[src/rtl/serial_adder_ctrl_pkg.sv]
// rtl/serial_adder_ctrl_pkg.sv - shared state encodings and default sizes for the serial adder
package serial_adder_ctrl_pkg;

  typedef enum logic [1:0] {
    S_IDLE = 2'd0,
    S_RUN  = 2'd1,
    S_DONE = 2'd2
  } state_e;

  localparam int DEFAULT_WIDTH = 8;
  localparam int DEFAULT_CNT_W = 5;

endpackage

[src/rtl/serial_adder_ctrl_fa.sv]
// rtl/serial_adder_ctrl_fa.sv - 1-bit full-adder cell used as the serial bit-slice
module serial_adder_ctrl_fa (
  input  logic a,
  input  logic b,
  input  logic ci,
  output logic s,
  output logic co
);

  assign s  = a ^ b ^ ci;
  assign co = (a & b) | (a & ci) | (b & ci);

endmodule

[src/rtl/serial_adder_ctrl.sv]
// rtl/serial_adder_ctrl.sv - bit-serial adder controller, LSB first, start/ready/done handshake
module serial_adder_ctrl
  import serial_adder_ctrl_pkg::*;
#(
  parameter int WIDTH = DEFAULT_WIDTH,
  parameter int CNT_W = DEFAULT_CNT_W
) (
  input  logic             clk,
  input  logic             rst_n,
  input  logic             start,
  input  logic [WIDTH-1:0] a,
  input  logic [WIDTH-1:0] b,
  input  logic             cin,
  output logic             ready,
  output logic             busy,
  output logic             done,
  output logic [WIDTH-1:0] sum,
  output logic             cout
);

  localparam logic [CNT_W-1:0] LAST_BIT = CNT_W'(WIDTH - 1);

  state_e           state_q, state_d;
  logic [CNT_W-1:0] cnt_q, cnt_d;
  logic [WIDTH-1:0] a_sh_q, a_sh_d;
  logic [WIDTH-1:0] b_sh_q, b_sh_d;
  logic [WIDTH-1:0] psum_q, psum_d;
  logic             carry_q, carry_d;
  logic [WIDTH-1:0] sum_q, sum_d;
  logic             cout_q, cout_d;

  logic             slice_s;
  logic             slice_co;
  logic [WIDTH-1:0] psum_shift;
  logic             accept;

  serial_adder_ctrl_fa u_slice (
    .a  (a_sh_q[0]),
    .b  (b_sh_q[0]),
    .ci (carry_q),
    .s  (slice_s),
    .co (slice_co)
  );

  always_comb begin
    state_d = state_q;
    cnt_d   = cnt_q;
    a_sh_d  = a_sh_q;
    b_sh_d  = b_sh_q;
    psum_d  = psum_q;
    carry_d = carry_q;
    sum_d   = sum_q;
    cout_d  = cout_q;
    accept  = 1'b0;

    // New sum bit enters at the MSB so the LSB-first result lands aligned after WIDTH shifts
    psum_shift = psum_q;
    for (int i = 0; i < WIDTH - 1; i++) begin
      psum_shift[i] = psum_q[i+1];
    end
    psum_shift[WIDTH-1] = slice_s;

    case (state_q)
      S_IDLE: begin
        if (start) accept = 1'b1;
      end
      S_RUN: begin
        a_sh_d  = a_sh_q >> 1;
        b_sh_d  = b_sh_q >> 1;
        psum_d  = psum_shift;
        carry_d = slice_co;
        cnt_d   = cnt_q + CNT_W'(1);
        if (cnt_q == LAST_BIT) begin
          state_d = S_DONE;
          sum_d   = psum_shift;
          cout_d  = slice_co;
        end
      end
      S_DONE: begin
        if (start) accept = 1'b1;
        else       state_d = S_IDLE;
      end
      default: state_d = S_IDLE;
    endcase

    if (accept) begin
      a_sh_d  = a;
      b_sh_d  = b;
      carry_d = cin;
      psum_d  = '0;
      cnt_d   = '0;
      state_d = S_RUN;
    end
  end

  always_ff @(posedge clk) begin
    if (!rst_n) begin
      state_q <= S_IDLE;
      cnt_q   <= '0;
      a_sh_q  <= '0;
      b_sh_q  <= '0;
      psum_q  <= '0;
      carry_q <= 1'b0;
      sum_q   <= '0;
      cout_q  <= 1'b0;
    end else begin
      state_q <= state_d;
      cnt_q   <= cnt_d;
      a_sh_q  <= a_sh_d;
      b_sh_q  <= b_sh_d;
      psum_q  <= psum_d;
      carry_q <= carry_d;
      sum_q   <= sum_d;
      cout_q  <= cout_d;
    end
  end

  assign ready = (state_q == S_IDLE) || (state_q == S_DONE);
  assign busy  = (state_q == S_RUN);
  assign done  = (state_q == S_DONE);
  assign sum   = sum_q;
  assign cout  = cout_q;

endmodule

[config.mk]
export PLATFORM = sky130hd
export DESIGN_NAME = serial_adder_ctrl
export DESIGN_NICKNAME = d
export VERILOG_FILES = /design/src/rtl/serial_adder_ctrl_pkg.sv /design/src/rtl/serial_adder_ctrl_fa.sv /design/src/rtl/serial_adder_ctrl.sv
export SDC_FILE = /design/constraint.sdc
export NUM_CORES = 1
export LEC_CHECK = 0
export BUFFER_PORTS_ARGS = -buffer_cell sky130_fd_sc_hd__buf_2
export CAP_MARGIN = 10
export CORE_ASPECT_RATIO = 0.8
export CORE_UTILIZATION = 45
export CTS_CLUSTER_DIAMETER = 150
export DETAILED_ROUTE_END_ITERATION = 6
export GPL_ROUTABILITY_DRIVEN = 1
export GPL_TIMING_DRIVEN = 1
export PLACE_DENSITY = 0.67
export SLEW_MARGIN = 20
export SYNTH_ARGS = -nofsm -noshare
export SYNTH_HDL_FRONTEND = slang
export SYNTH_HIERARCHICAL = 1
export SYNTH_SLANG_ARGS = --single-unit
[constraint.sdc]
create_clock -name clk -period 2.9 [get_ports clk]
set_input_delay 0.145 -clock clk [delete_from_list [all_inputs] [get_ports clk]]
set_output_delay 0.145 -clock clk [all_outputs]
set_load 0.03 [all_outputs]
* Word level (Yosys, flattened, before mapping)
Index checks and enable logic that the tools add are counted.
** Cells by class
- Reduce and logical (&&, ||, !) cells :: 8
- Equality and inequality tests :: 8
- Multiplexer cells :: 12
- Add/sub/neg operators :: 1
- Bitwise gates (word level) :: 9
** Operators by type and width (number)
- 8-bit 2-to-1 mux :: 4
- 2-bit case mux with 3 select lines :: 1
- 3-bit AND reduction :: 2
- 5-bit by 1-bit adder with 5-bit output, second input constant :: 1
- 5-bit by 3-bit equality test with 1-bit output, second input constant :: 1
- 1-bit 2-to-1 mux :: 5
- 2-bit 2-to-1 mux :: 2
- 2-bit inequality test, second input constant :: 2
- 2-bit OR reduction :: 2
- 1-bit AND :: 3
- 3-bit by 1-bit inequality test with 1-bit output, second input constant :: 1
- 3-bit by 2-bit inequality test with 1-bit output, second input constant :: 1
- 2-bit by 1-bit equality test with 1-bit output, second input constant :: 1
- 2-bit equality test, second input constant :: 1
- 2-bit logical NOT :: 1
- 2-bit by 1-bit inequality test with 1-bit output, second input constant :: 1
- 1-bit NOT :: 2
- 1-bit bitwise OR :: 2
- 2-bit AND reduction :: 1
- 2-bit nonzero test :: 1
- 1-bit XOR :: 2
- 1-bit logical OR :: 1
** Storage, ports and cells
- Input port bits :: 20
- Bits in registers :: 41
- Output and inout bits :: 12

* Longest topological paths before layout
Gate-level depths: netlist of run 1.
- Depth in word-level cells :: 5
- Depth in mapped cells :: 5
- Gate-level depth less buffers :: 4

* Modules after synthesis
The synthesis of run 1 kept the hierarchy.
** Modules (own cells, without submodules)
- serial_adder_ctrl :: times used 1, cells each 183, area each 1689.1 um^2
- serial_adder_ctrl_fa :: times used 1, cells each 1, area each 20.0 um^2

* Least setup slack after synthesis of run 1
Ideal clock, no wire load.
- Path kind :: register -> register
- Start :: register cnt_q[0]
- End :: register state_q[1]
- Buffers on the path :: 1
- Slack :: 1.617 ns
- Period minus slack after synthesis :: 1.283 ns
- Arrival time :: 1.167 ns
- Library setup time :: 0.115 ns
- Stages on the path, launching flop included :: 6
- Cells stage by stage :: dfxtp_1 ha_1 and4bb_1 and2_1 buf_6 and3_1
** On the way
- Cells in the longest elaborated chain, start to end :: 3
** Ends and longest elaborated chain
- start, declared :: line serial_adder_ctrl.sv:24 : logic [CNT_W-1:0] cnt_q, cnt_d;
- start signal, assigned :: line serial_adder_ctrl.sv:108 : cnt_q <= cnt_d;
- 5-bit by 3-bit equality test with 1-bit output :: line serial_adder_ctrl.sv:73 : if (cnt_q == LAST_BIT) begin
- 2-bit by 1-bit inequality test with 1-bit output (no line)
- 3-bit AND reduction (no line)
- end signal, assigned :: line serial_adder_ctrl.sv:107 : state_q <= state_d;
- end, declared :: line serial_adder_ctrl.sv:23 : state_e state_q, state_d;
Every way passes these cells.
A chain may end at the register's enable or synchronous reset.

* Worst setup path after layout of run 1
- Start :: register state_q[0]
- End :: output busy
** On the way
- Cells in the longest elaborated chain, start to end :: 1
** Ends and longest elaborated chain
- 2-bit by 1-bit equality test with 1-bit output :: line serial_adder_ctrl.sv:119 : assign busy = (state_q == S_RUN);
- end, declared :: line serial_adder_ctrl.sv:15 : output logic busy,
Every way passes these cells.

==> results.md, run 1 <==
* Post-synthesis sequential area ratio at 46.9%
* Die Wd at ~71 um
* Distinct cells, synth at 29
* Min-Delay Path Class: in -> reg
* Worst-Margin Slew at roughly 0.76 ns
* First-pass GRT wire length at ~5700 um
* Clk Latency, worst-skew pair at roughly 0.28 ns
* Worst Setup EP: busy
* Crit-path slowest cell: dfxtp_1
* YS warnings at 6
* Crit-path max FO at 31
* Worst path depth at 4
* Root Buffer: clkbuf_8
* Drt first pass iters at 6
* Placed Cells at about 240
* Via count at 1,369
* Ant. Diodes at 0
* Initial core utilization at approximately half
* Post-Syn Area per Cell at around 9.3 um2
* TritonCTS clock tree: done
* TritonCTS Sinks at 40
* Startpoint Class: flip-flop
* Vias/cell at around 5.4
* Final net count at around 230
* Vias in the first global route at approximately 1,300
* Pre-CTS WS at between 1 and 1.5 ns
* Ranking of synthesized cells by area: dfxtp_1, nand2_1, a21boi_1
* Worst path max stage delay at about 0.43 ns
* Required time of the critical path at around 2.8 ns
* Ratio of final minimum period to clock period at around 66%
* Largest net degree at the start of global routing at 39
* Max Cap Violations at 0
* WS Path Type: reg -> out
* Grt ovf at 0
* Clock-pin slew on the worst setup and hold paths at roughly 0.07 ns
* Final TNS setup at 0 ns
* Post_cts resized at 0
* Routability cong. at between 0.7 and 0.8
* Htree depth at 2
* Worst slew margin at about half
* Number of port buffers at 31
* Antenna violations before repair at 0
* Die area at 4050 um2
* Status: completed
* FP Rows at 19
* PD cells at ~550 nW/um2
* WP data arrival at roughly 1.8 ns
* Top cell type's share of synthesized area at 46.9%
* Syn_nets at about 210
* Post-Route WL at ~3200 um
* Synth-to-layout area growth at 12.4%
* IO Pins at 32
* 1st-iter DRT viols at 84
* Critical Path, Cell by Cell: nand2b_2 -> clkinv_2 -> buf_4 -> buf_2
* Worst Clk Skew at about 0.0077 ns
* Min cycle time layout at slightly below 2 ns
* Die Y at around 57 um
* Mapped Cells at about 180
* PnR worst setup slack at roughly 0.98 ns
* CTS max path bufs at 2
* Cts bufs inserted at 5
* Endpoint class of the critical path: output port
* Worst setup path start: state_q[0]$_SDFFE_PN0P_
* Critical path's top delay family: buffers and inverters
* Fmax achieved at approximately 520 MHz
* Final setup fails at 0
* RR Startpoint: state_q[0]$_SDFFE_PN0P_
* Syn Std Cell Area at roughly 1700 um2
* Flop2flop setup slack at roughly 1.1 ns
* Total GRT Usage at 17.6%
* Wire per inst at 12.8 um
* Core Region at roughly 3500 um2
* Slew Limit Fails at 0
* Hold buffers post-CTS at 0
* Routed Antenna Nets at 0
* Buf/Inv on CP at 3
* DPL Wire Length at ~2100 um
* Final Non-Filler Cells at ~250
* Synthesized flop and latch total at 40
* Synth area leader: dfxtp_1
* DRC at 0
* RSZ-0062 raised after global routing: false
* LEAKAGE at ~0.72 nW
* Share of cells above drive strength 1 at around a quarter
* Hold violation total from the final report at 0
* FF-to-FF path depth at 4
* # Post-CTS Setup Buffers at 0
* Hold Slack at between 0.09 and 0.1 ns
* R2R Path End: sum[4]$_SDFFE_PN0P_
* Fill cells at roughly 330
* Peak supply drop at 320 uV
[per-stage QoR]
stage                     instance area [um2]  utilization, %  total power [W]
after floorplan                          1710               -         0.000678
after global placement                   1830            52.0         0.000696
after detailed placement                 1830            52.0         0.000702
after CTS                                1920            54.6          0.00107
after global routing                     1920            54.6          0.00111
final                                    1920            54.6          0.00106
[cells in the mapped netlist]
cell type and count:
a21boi_1 17, a21oi_1 2, a21oi_2 8, a22oi_1 15
and2_1 2, and3_1 1, and4bb_1 1, buf_2 3
buf_4 7, buf_6 2, clkbuf_1 3, clkinv_2 1
dfxtp_1 40, fa_1 1, ha_1 1, inv_1 1
mux2i_1 9, nand2_1 36, nand2_2 1, nand2b_1 1
nand2b_2 1, nand3_1 19, nand3b_1 1, nor2_1 2
nor2b_1 2, o21ai_0 3, or3_1 2, xnor2_1 1
xor2_1 1
[cell type report]
cell class | instances | area, um2 | share of cell area, %
clock buffer | 8 | 90.1 | 4.69
multi-input combinational | 127 | 798 | 41.6
inverter | 2 | 8.76 | 0.456
timing repair buffer | 33 | 170 | 8.86
sequential | 40 | 801 | 41.7
tap | 42 | 52.6 | 2.74
[report_power, final]
| part | internal [W] | switching, W |
|---|---|---|
| Sequential | 0.000568 | 0.0000123 |
| Combinational | 0.0000397 | 0.0000678 |
| Clock | 0.000194 | 0.000173 |
[worst min path at each step]
stage | startpoint | end | cells after the start
after detailed placement | b[7] | b_sh_q[7]$_SDFFE_PN0P_ | 3
final | b[7] | b_sh_q[7]$_SDFFE_PN0P_ | 3
after global placement | b[7] | b_sh_q[7]$_SDFFE_PN0P_ | 3
after CTS | b[7] | b_sh_q[7]$_SDFFE_PN0P_ | 3
after floorplan | a[7] | a_sh_q[7]$_SDFFE_PN0P_ | 2
after global routing | b[7] | b_sh_q[7]$_SDFFE_PN0P_ | 3
[layer usage]
metal  part of all wire (%)  up-vias  GRT usage (%)
li1                       -      687              -
met1                     48      642           21.7
met2                     46       38           30.2
met3                    5.4        2           5.12
met4                   0.44        0           5.14
met5                      0        -              0
[worst register-to-register path, stage by stage, from the launching register on]
cell and delay (ns):
dfxtp_1 0.43, nand2b_2 0.38, clkinv_2 0.13, and2_1 0.49, mux2i_1 0.26
[placed cells by master (no fill, tap or decap)]
| cell type | count |
|---|---|
| a21boi_1 | 17 |
| buf_2 | 31 |
| nand3_1 | 19 |
| xor2_1 | 1 |
| and4bb_1 | 1 |
| dfxtp_1 | 40 |
| clkinv_2 | 1 |
| nand2_1 | 36 |
| nor2_1 | 2 |
| a21oi_1 | 2 |
| nand2_2 | 1 |
| mux2i_1 | 9 |
| inv_1 | 1 |
| and2_1 | 2 |
| ha_1 | 1 |
| fa_1 | 1 |
| and3_1 | 1 |
| o21ai_0 | 3 |
| a21oi_2 | 8 |
| or3_1 | 2 |
| buf_4 | 2 |
| a22oi_1 | 15 |
| nand2b_1 | 1 |
| clkbuf_1 | 2 |
| nand3b_1 | 1 |
| clkbuf_8 | 6 |
| xnor2_1 | 1 |
| nor2b_1 | 2 |
| nand2b_2 | 1 |
[cell families (layout without fill, tap and decap cells)]
logic type / after synthesis / after routing / share of synthesized area [%]
and+or+nand+nor: 69 / 69 / 18.9
AOI/OAI and AO/OA: 45 / 45 / 19.6
DFF: 40 / 40 / 46.9
buffers and inverters: 17 / 43 / 6.44
muxes: 9 / 9 / 5.27
adders and majority gates: 2 / 2 / 1.90
xor gates and xnor gates: 2 / 2 / 1.03
[state kept, by name, indices dropped and copies added (netlist names)]
signal,cells
b_sh_q,8
cout,1
state_q,2
psum_q,7
carry_q,1
a_sh_q,8
sum,8
cnt_q,5
(Power assumes the default switching activity.)
==> run 2, diff against run 1 <==
Settings changed: PLACE_DENSITY 0.67 to 0.69.
Clock period 2.9 ns to 1.7 ns, I/O delays scaled along.
==> results.md, run 2 (synthesized netlist as in run 1, its figures left out) <==
* Crit-path slowest cell: dfxtp_1
* Failing checks: design-rule violations
* Largest net degree at the start of global routing at 22 (-44%)
* Vias/cell at 5.25 (-3.3%)
* FP Rows at 19 (unchanged)
* 1st-iter DRT viols at 75 (-11%)
* Ant. Diodes at 0 (unchanged)
* Clock-pin slew on the worst setup and hold paths at 0.07 ns (about the same)
* DPL Wire Length at 2410 um (+13%)
* Crit-path max FO at 17 (-45%)
* Number of port buffers at 31 (unchanged)
* Final TNS setup at 0 ns (unchanged)
* Die Wd at 70.9 um (unchanged)
* Die area at 4050 um2 (unchanged)
* Hold buffers post-CTS at 0 (unchanged)
* TritonCTS Sinks at 40 (unchanged)
* Startpoint Class: flip-flop
* Clk Latency, worst-skew pair at 0.29 ns (about the same)
* Antenna violations before repair at 0 (unchanged)
* Design Area, Final at 1990 um2 (+3.7%)
* # Post-CTS Setup Buffers at 0 (unchanged)
* IO Pins at 32 (unchanged)
* Worst slew margin at 76.6% (+27 points)
* TritonCTS clock tree: done
* Post-Route WL at 3410 um (+6.2%)
* Hold violation total from the final report at 0 (unchanged)
* Core Region at 3520 um2 (unchanged)
* Fill cells at 312 (-6.3%)
* CTS max path bufs at 2 (unchanged)
* Most frequent cells in the layout: dfxtp_1, nand2_1, buf_2
* Routed Antenna Nets at 0 (unchanged)
* Pre-CTS WS at 0.185 ns (-0.933 ns)
* Grt ovf at 0 (unchanged)
* Via count at 1,355 (-1.0%)
* Placed cell areas at 1880 um2 (+2.5%)
* PnR worst setup slack at 0.153 ns (-0.827 ns)
* Wire per inst at 13.2 um (+3.7%)
* Endpoint class of the critical path: output port
* Drt first pass iters at 6 (unchanged)
* Worst-Margin Slew at 0.352 ns (-0.408 ns)
* Ratio of final minimum period to clock period at approximately 90%
* Max Cap Violations at 0 (unchanged)
* Status: finished with violations
* PD cells at 972 nW/um2 (+77%)
* Synth-to-layout area growth at 16.5%
* Htree depth at 2 (unchanged)
* Most common cell after layout, fill and taps aside: dfxtp_1
* Worst Clk Skew at 0.00871 ns (+0.000956 ns)
* Peak supply drop at 548 uV (+71%)
* First-pass GRT wire length at 5770 um (+1.3%)
* Critical Path, Cell by Cell: nand2b_4 -> inv_6 -> buf_4 -> buf_2
* Die Y at 57.1 um (unchanged)
* DRC at 2 (+2)
* Share of cells above drive strength 1 at 26.4% (+2.6 points)
* Cts bufs inserted at 5 (unchanged)
* LEAKAGE at 0.761 nW (+5.4%)
* Final setup fails at 0 (unchanged)
* Required time of the critical path at 1.62 ns (-1.14 ns)
* Min cycle time layout at about 1.5 ns
* Routability cong. at 0.711 (-4.8%)
* Area of the multi-input gates at 803 um2 (+0.63%)
* Vias in the first global route at 1,279 (-4.5%)
* WP data arrival at 1.46 ns (-0.32 ns)
* Min-Delay Path Class: in -> reg
* Worst path max stage delay at 0.47 ns (+0.04 ns)
* Total GRT Usage at 18.4% (+0.81 points)
* Root Buffer: clkbuf_8
* Slew Limit Fails at 0 (unchanged)
* Hold Slack at 0.0381 ns (-0.0593 ns)
* Total Power at 0.00194 W (+84%)
* Final net count at 237 (+2.6%)
* Fmax achieved at between 600 and 700 MHz
* Seq. cell area at 801 um2 (unchanged)
* Initial core utilization at 48.6% (unchanged)
* RSZ-0062 raised after global routing: false
* WS Path Type: reg -> out
==> run 2: worst max-delay path, delay by kind of cell, from the launching register on <==
kind,cells,cell delay [ns]
flops,1,0.47
simple gates,1,0.15
buf+inv,3,0.55
==> run 2: worst paths after layout <==
kind	start	to	slack (ns)	cells after the start
setup / recovery	state_q[0]$_SDFFE_PN0P_	busy	0.15	4
hold / removal	b[7]	b_sh_q[7]$_SDFFE_PN0P_	0.04	3
setup reg to reg	state_q[0]$_SDFFE_PN0P_	cnt_q[3]$_SDFFE_PP0N_	0.27	4
hold reg to reg	sum[3]$_SDFFE_PN0P_	sum[3]$_SDFFE_PN0P_	0.46	2
==> run 2: timing repair <==
action	4_1_cts	5_1_grt
hold endpoints to repair	0	0
resized for setup	0	3
setup endpoints to repair	0	1
==> run 2: report_power, final <==
part | switching (W) | internal, W
combinational | 0.000119 | 0.0000804
clock | 0.000310 | 0.000435
sequential | 0.0000224 | 0.000970
total | 0.000451 | 0.00149
==> run 2: through the flow <==
stage,std cells,util [%]
after floorplan,184,-
after detailed placement,250,53.3
after CTS,258,56.4
after global routing,258,56.6
after global placement,250,53.3
final,258,56.6
==> run 2: final cells by class <==
| class | count | share of cell area [%] |
|---|---|---|
| Clock inverter | 2 | 1.76 |
| Multi-Input combinational cell | 127 | 40.3 |
| Clock buffer | 6 | 3.64 |
| Tap cell | 42 | 2.64 |
| Inverter | 2 | 0.628 |
| Sequential cell | 40 | 40.2 |
| Timing Repair Buffer | 39 | 10.8 |
==> run 2: routing by layer <==
layer | vias up | global-route usage [%] | part of all wire, %
met1 | 621 | 22.9 | 48
met4 | 0 | 7.71 | 1.3
met2 | 33 | 30.4 | 45
met3 | 5 | 5.30 | 6.1
met5 | - | 0 | 0
li1 | 696 | - | -
==> run 3, diff against run 2 <==
Settings changed: PLACE_DENSITY 0.69 to 0.7, SYNTH_HIERARCHICAL 1 to not set.
==> results.md, run 3 <==
* Synth Area in Compound Gates at 18.2% (-1.5 points)
* Routed Antenna Nets at 0 (unchanged)
* Post-Syn Area per Cell at 9.13 um2 (-1.7%)
* Hold buffers post-CTS at 0 (unchanged)
* Startpoint Class: flip-flop
* PnR worst setup slack at 0.188 ns (+0.0358 ns)
* Clock-pin slew on the worst setup and hold paths at 0.07 ns (about the same)
* RR Startpoint: cnt_q[0]$_SDFFE_PP0N_
* Antenna violations before repair at 0 (unchanged)
* Synth area leader: dfxtp_1
* Ant. Diodes at 0 (unchanged)
* Hold Crit Endpoint: a_sh_q[7]$_SDFFE_PN0P_
* Status: completed
* Required time of the critical path at 1.62 ns (about the same)
* Ratio of final minimum period to clock period at 88.9% (-2.1 points)
* PD cells at 997 nW/um2 (+2.5%)
* Min-Delay Path Class: in -> reg
* Min cycle time layout at 1.51 ns (-0.0358 ns)
* Most frequent cells in the layout: dfxtp_1, nand2_1, buf_2
* Routability cong. at 0.700 (-1.5%)
* DRC at 0 (-2)
* R2R Path End: sum[3]$_SDFFE_PN0P_
* Endpoint class of the critical path: output port
* Worst Clk Skew at 0.00773 ns (-0.000973 ns)
* Die Wd at 70.3 um (-0.82%)
* Worst slew margin at 78.6% (+2.0 points)
* Clk Latency, worst-skew pair at 0.30 ns (about the same)
* Grt ovf at 0 (unchanged)
* Post-synthesis xor/xnor area fraction at 1.04% (+0.018 points)
* Crit-path slowest cell: dfxtp_1
* Top cell type's share of synthesized area at 47.7% (+0.80 points)
* Worst-Margin Slew at 0.321 ns (-0.0304 ns)
* Final TNS setup at 0 ns (unchanged)
* Post-synth EDFFs at 0 (unchanged)
* Wire per inst at 12.2 um (-7.6%)
* Vias in the first global route at 1,159 (-9.4%)
* Top-count cell post-synth: dfxtp_1
* Switching Fraction at 23.7% (+0.38 points)
* TritonCTS clock tree: done
* Drt first pass iters at 4 (-2)
* Max Cap Violations at 0 (unchanged)
* Hold Startpoint: a[7]
* Gate power share at 9.7% (-0.6 points)
* Largest net degree at the start of global routing at 37 (+68%)
* Fill cells at 330 (+5.8%)
* Hold Slack at 0.0355 ns (-0.00258 ns)
* Pre-CTS WS at 0.296 ns (+0.111 ns)
* Critical Path, Cell by Cell: nand2b_2 -> clkinv_2 -> buf_4 -> buf_2
* TritonCTS Sinks at 40 (unchanged)
* Largest family of logic cells by synthesized area: simple AND/OR/NAND/NOR gates
* Cts bufs inserted at 5 (unchanged)
* Sw Pwr at 0.000459 W (+1.7%)
* Most common cell after layout, fill and taps aside: dfxtp_1
* Root Buffer: clkbuf_8
* Distinct cells, synth at 28 (-3.4%)
* P_int at 0.00148 W (-0.37%)
* Area of the multi-input gates at 768 um2 (-4.4%)
* WS Path Type: reg -> out
* # Post-CTS Setup Buffers at 0 (unchanged)
* Syn Std Cell Area at 1680 um2 (-1.7%)
* Mux contribution to synthesized area at 5.36% (+0.090 points)
* Worst path max stage delay at 0.42 ns (-0.05 ns)
* Worst hold path depth at 3 (unchanged)
* First-pass GRT wire length at 5220 um (-9.6%)
* Ranking of synthesized cells by area: dfxtp_1, nand2_1, a22oi_1
* Share of cells above drive strength 1 at 22.3% (-4.1 points)
* FF-to-FF path depth at 5 (+1)
* Htree depth at 2 (unchanged)
* Post-synth top cells: dfxtp_1, nand2_1, nand3_1
* YS warnings at 0 (-6)
* Slew Limit Fails at 0 (unchanged)
* Top FF cell, synth: dfxtp_1
* 1st-iter DRT viols at 60 (-20%)
* Adder-cell area share of the yosys netlist at 1.94% (+0.033 points)
* DPL Wire Length at 2020 um (-16%)
* CTS max path bufs at 2 (unchanged)
* Design Area, Final at 1950 um2 (-2.3%)
* Mapped Cells at 184 (unchanged)
* Fmax achieved at 662 MHz (+2.4%)
* Synth Area in Simple Gates at 19.2% (+0.32 points)
* Total GRT Usage at 16.9% (-1.5 points)
* FP Rows at 19 (unchanged)
* Final net count at 236 (-0.42%)
* Post-synthesis sequential area ratio at 47.7% (+0.80 points)
* Hold violation total from the final report at 0 (unchanged)
* Flop2flop setup slack at 0.31 ns (+0.04 ns)
* Final setup fails at 0 (unchanged)
* Peak supply drop at 672 uV (+23%)
* Vias/cell at 5.16 (-1.7%)
* LEAKAGE at 0.747 nW (-1.8%)
* Die Y at 56.7 um (-0.81%)
* Asr flop ratio synth at 0% (unchanged)
* WP data arrival at 1.43 ns (-0.03 ns)
* IO Pins at 32 (unchanged)
* Synthesized flop and latch total at 40 (unchanged)
* Reg power frac at 51.1% (about the same)
* Crit-path max FO at 15 (-2)
* Initial core utilization at 48.1% (-0.49 points)
* Via count at 1,327 (-2.1%)
* Placed cell areas at 1840 um2 (-2.0%)
* Clock Power Share at 39.2% (+0.7 points)
* Core Region at 3490 um2 (-0.68%)
* Post-Route WL at 3140 um (-7.9%)
* RSZ-0062 raised after global routing: false
* Syn_nets at 206 (unchanged)
* Post_cts resized at 0 (unchanged)
* Number of port buffers at 31 (unchanged)
* Die area at 3980 um2 (-1.6%)
* Synth-to-layout area growth at 15.8%
* Seq. cell area at 801 um2 (unchanged)
run 3: worst max-delay path by stage:
| stage | start | to | slack (ns) | cells past startpoint |
|---|---|---|---|---|
| finish | state_q[0]$_SDFFE_PN0P_ | busy | 0.19 | 4 |
| detailed placement | cnt_q[0]$_SDFFE_PP0N_ | sum[3]$_SDFFE_PN0P_ | 0.30 | 5 |
| global placement | cnt_q[0]$_SDFFE_PP0N_ | sum[3]$_SDFFE_PN0P_ | 0.35 | 5 |
| floorplan | cnt_q[0]$_SDFFE_PP0N_ | state_q[1]$_SDFFE_PP0P_ | 0.46 | 5 |
| CTS | state_q[0]$_SDFFE_PN0P_ | busy | 0.18 | 4 |
| global route | state_q[0]$_SDFFE_PN0P_ | busy | 0.1 | 4 |
run 3: cell type report:
cell class	instances	area share, %
flip-flops and latches	40	41.2
multi-input cells	127	39.5
clock buffers	6	3.73
well taps	42	2.70
inverters	2	0.450
repair buffers	38	10.7
clock inverters	2	1.80
run 3: critical path, delay by kind of cell, from the launching register on:
family	cells	cell delay, ns
buffers and inverters	3	0.61
DFF	1	0.42
and+or+nand+nor	1	0.09
run 3: stage by stage:
stage	util [%]	instances	power, W
2_1_floorplan	-	184	0.00115
3_3_place_gp	52.6	249	0.00120
3_5_place_dp	52.6	249	0.00120
4_1_cts	55.7	257	0.00196
5_1_grt	55.7	257	0.00203
6_report	55.7	257	0.00194
run 3: power groups by stage:
| stage | Sequential [W] | Combinational (W) | Clock, W |
|---|---|---|---|
| 6_report | 0.000990 | 0.000188 | 0.000761 |
| 3_5_place_dp | 0.00101 | 0.000188 | 0 |
| 2_1_floorplan | 0.00101 | 0.000144 | 0 |
| 4_1_cts | 0.000990 | 0.000189 | 0.000783 |
| 3_3_place_gp | 0.00101 | 0.000188 | 0 |
| 5_1_grt | 0.000994 | 0.000210 | 0.000823 |
run 3: cell families (layout without fill, tap and decap cells):
logic type / after synthesis / in the layout
XOR/XNOR: 2 / 2
multiplexers: 9 / 9
AND/OR/NAND/NOR: 69 / 69
adder cells (fa/ha/maj): 2 / 2
AO/OA/AOI/OAI: 45 / 45
flip-flops: 40 / 40
buffers and inverters: 17 / 48
run 3: routing by layer:
metal	vias up	track usage [%]	wire length, um
li1	691	-	-
met1	598	23.3	1600
met2	32	23.9	1330
met3	6	6.64	171
met4	0	6.00	44
met5	-	0	0
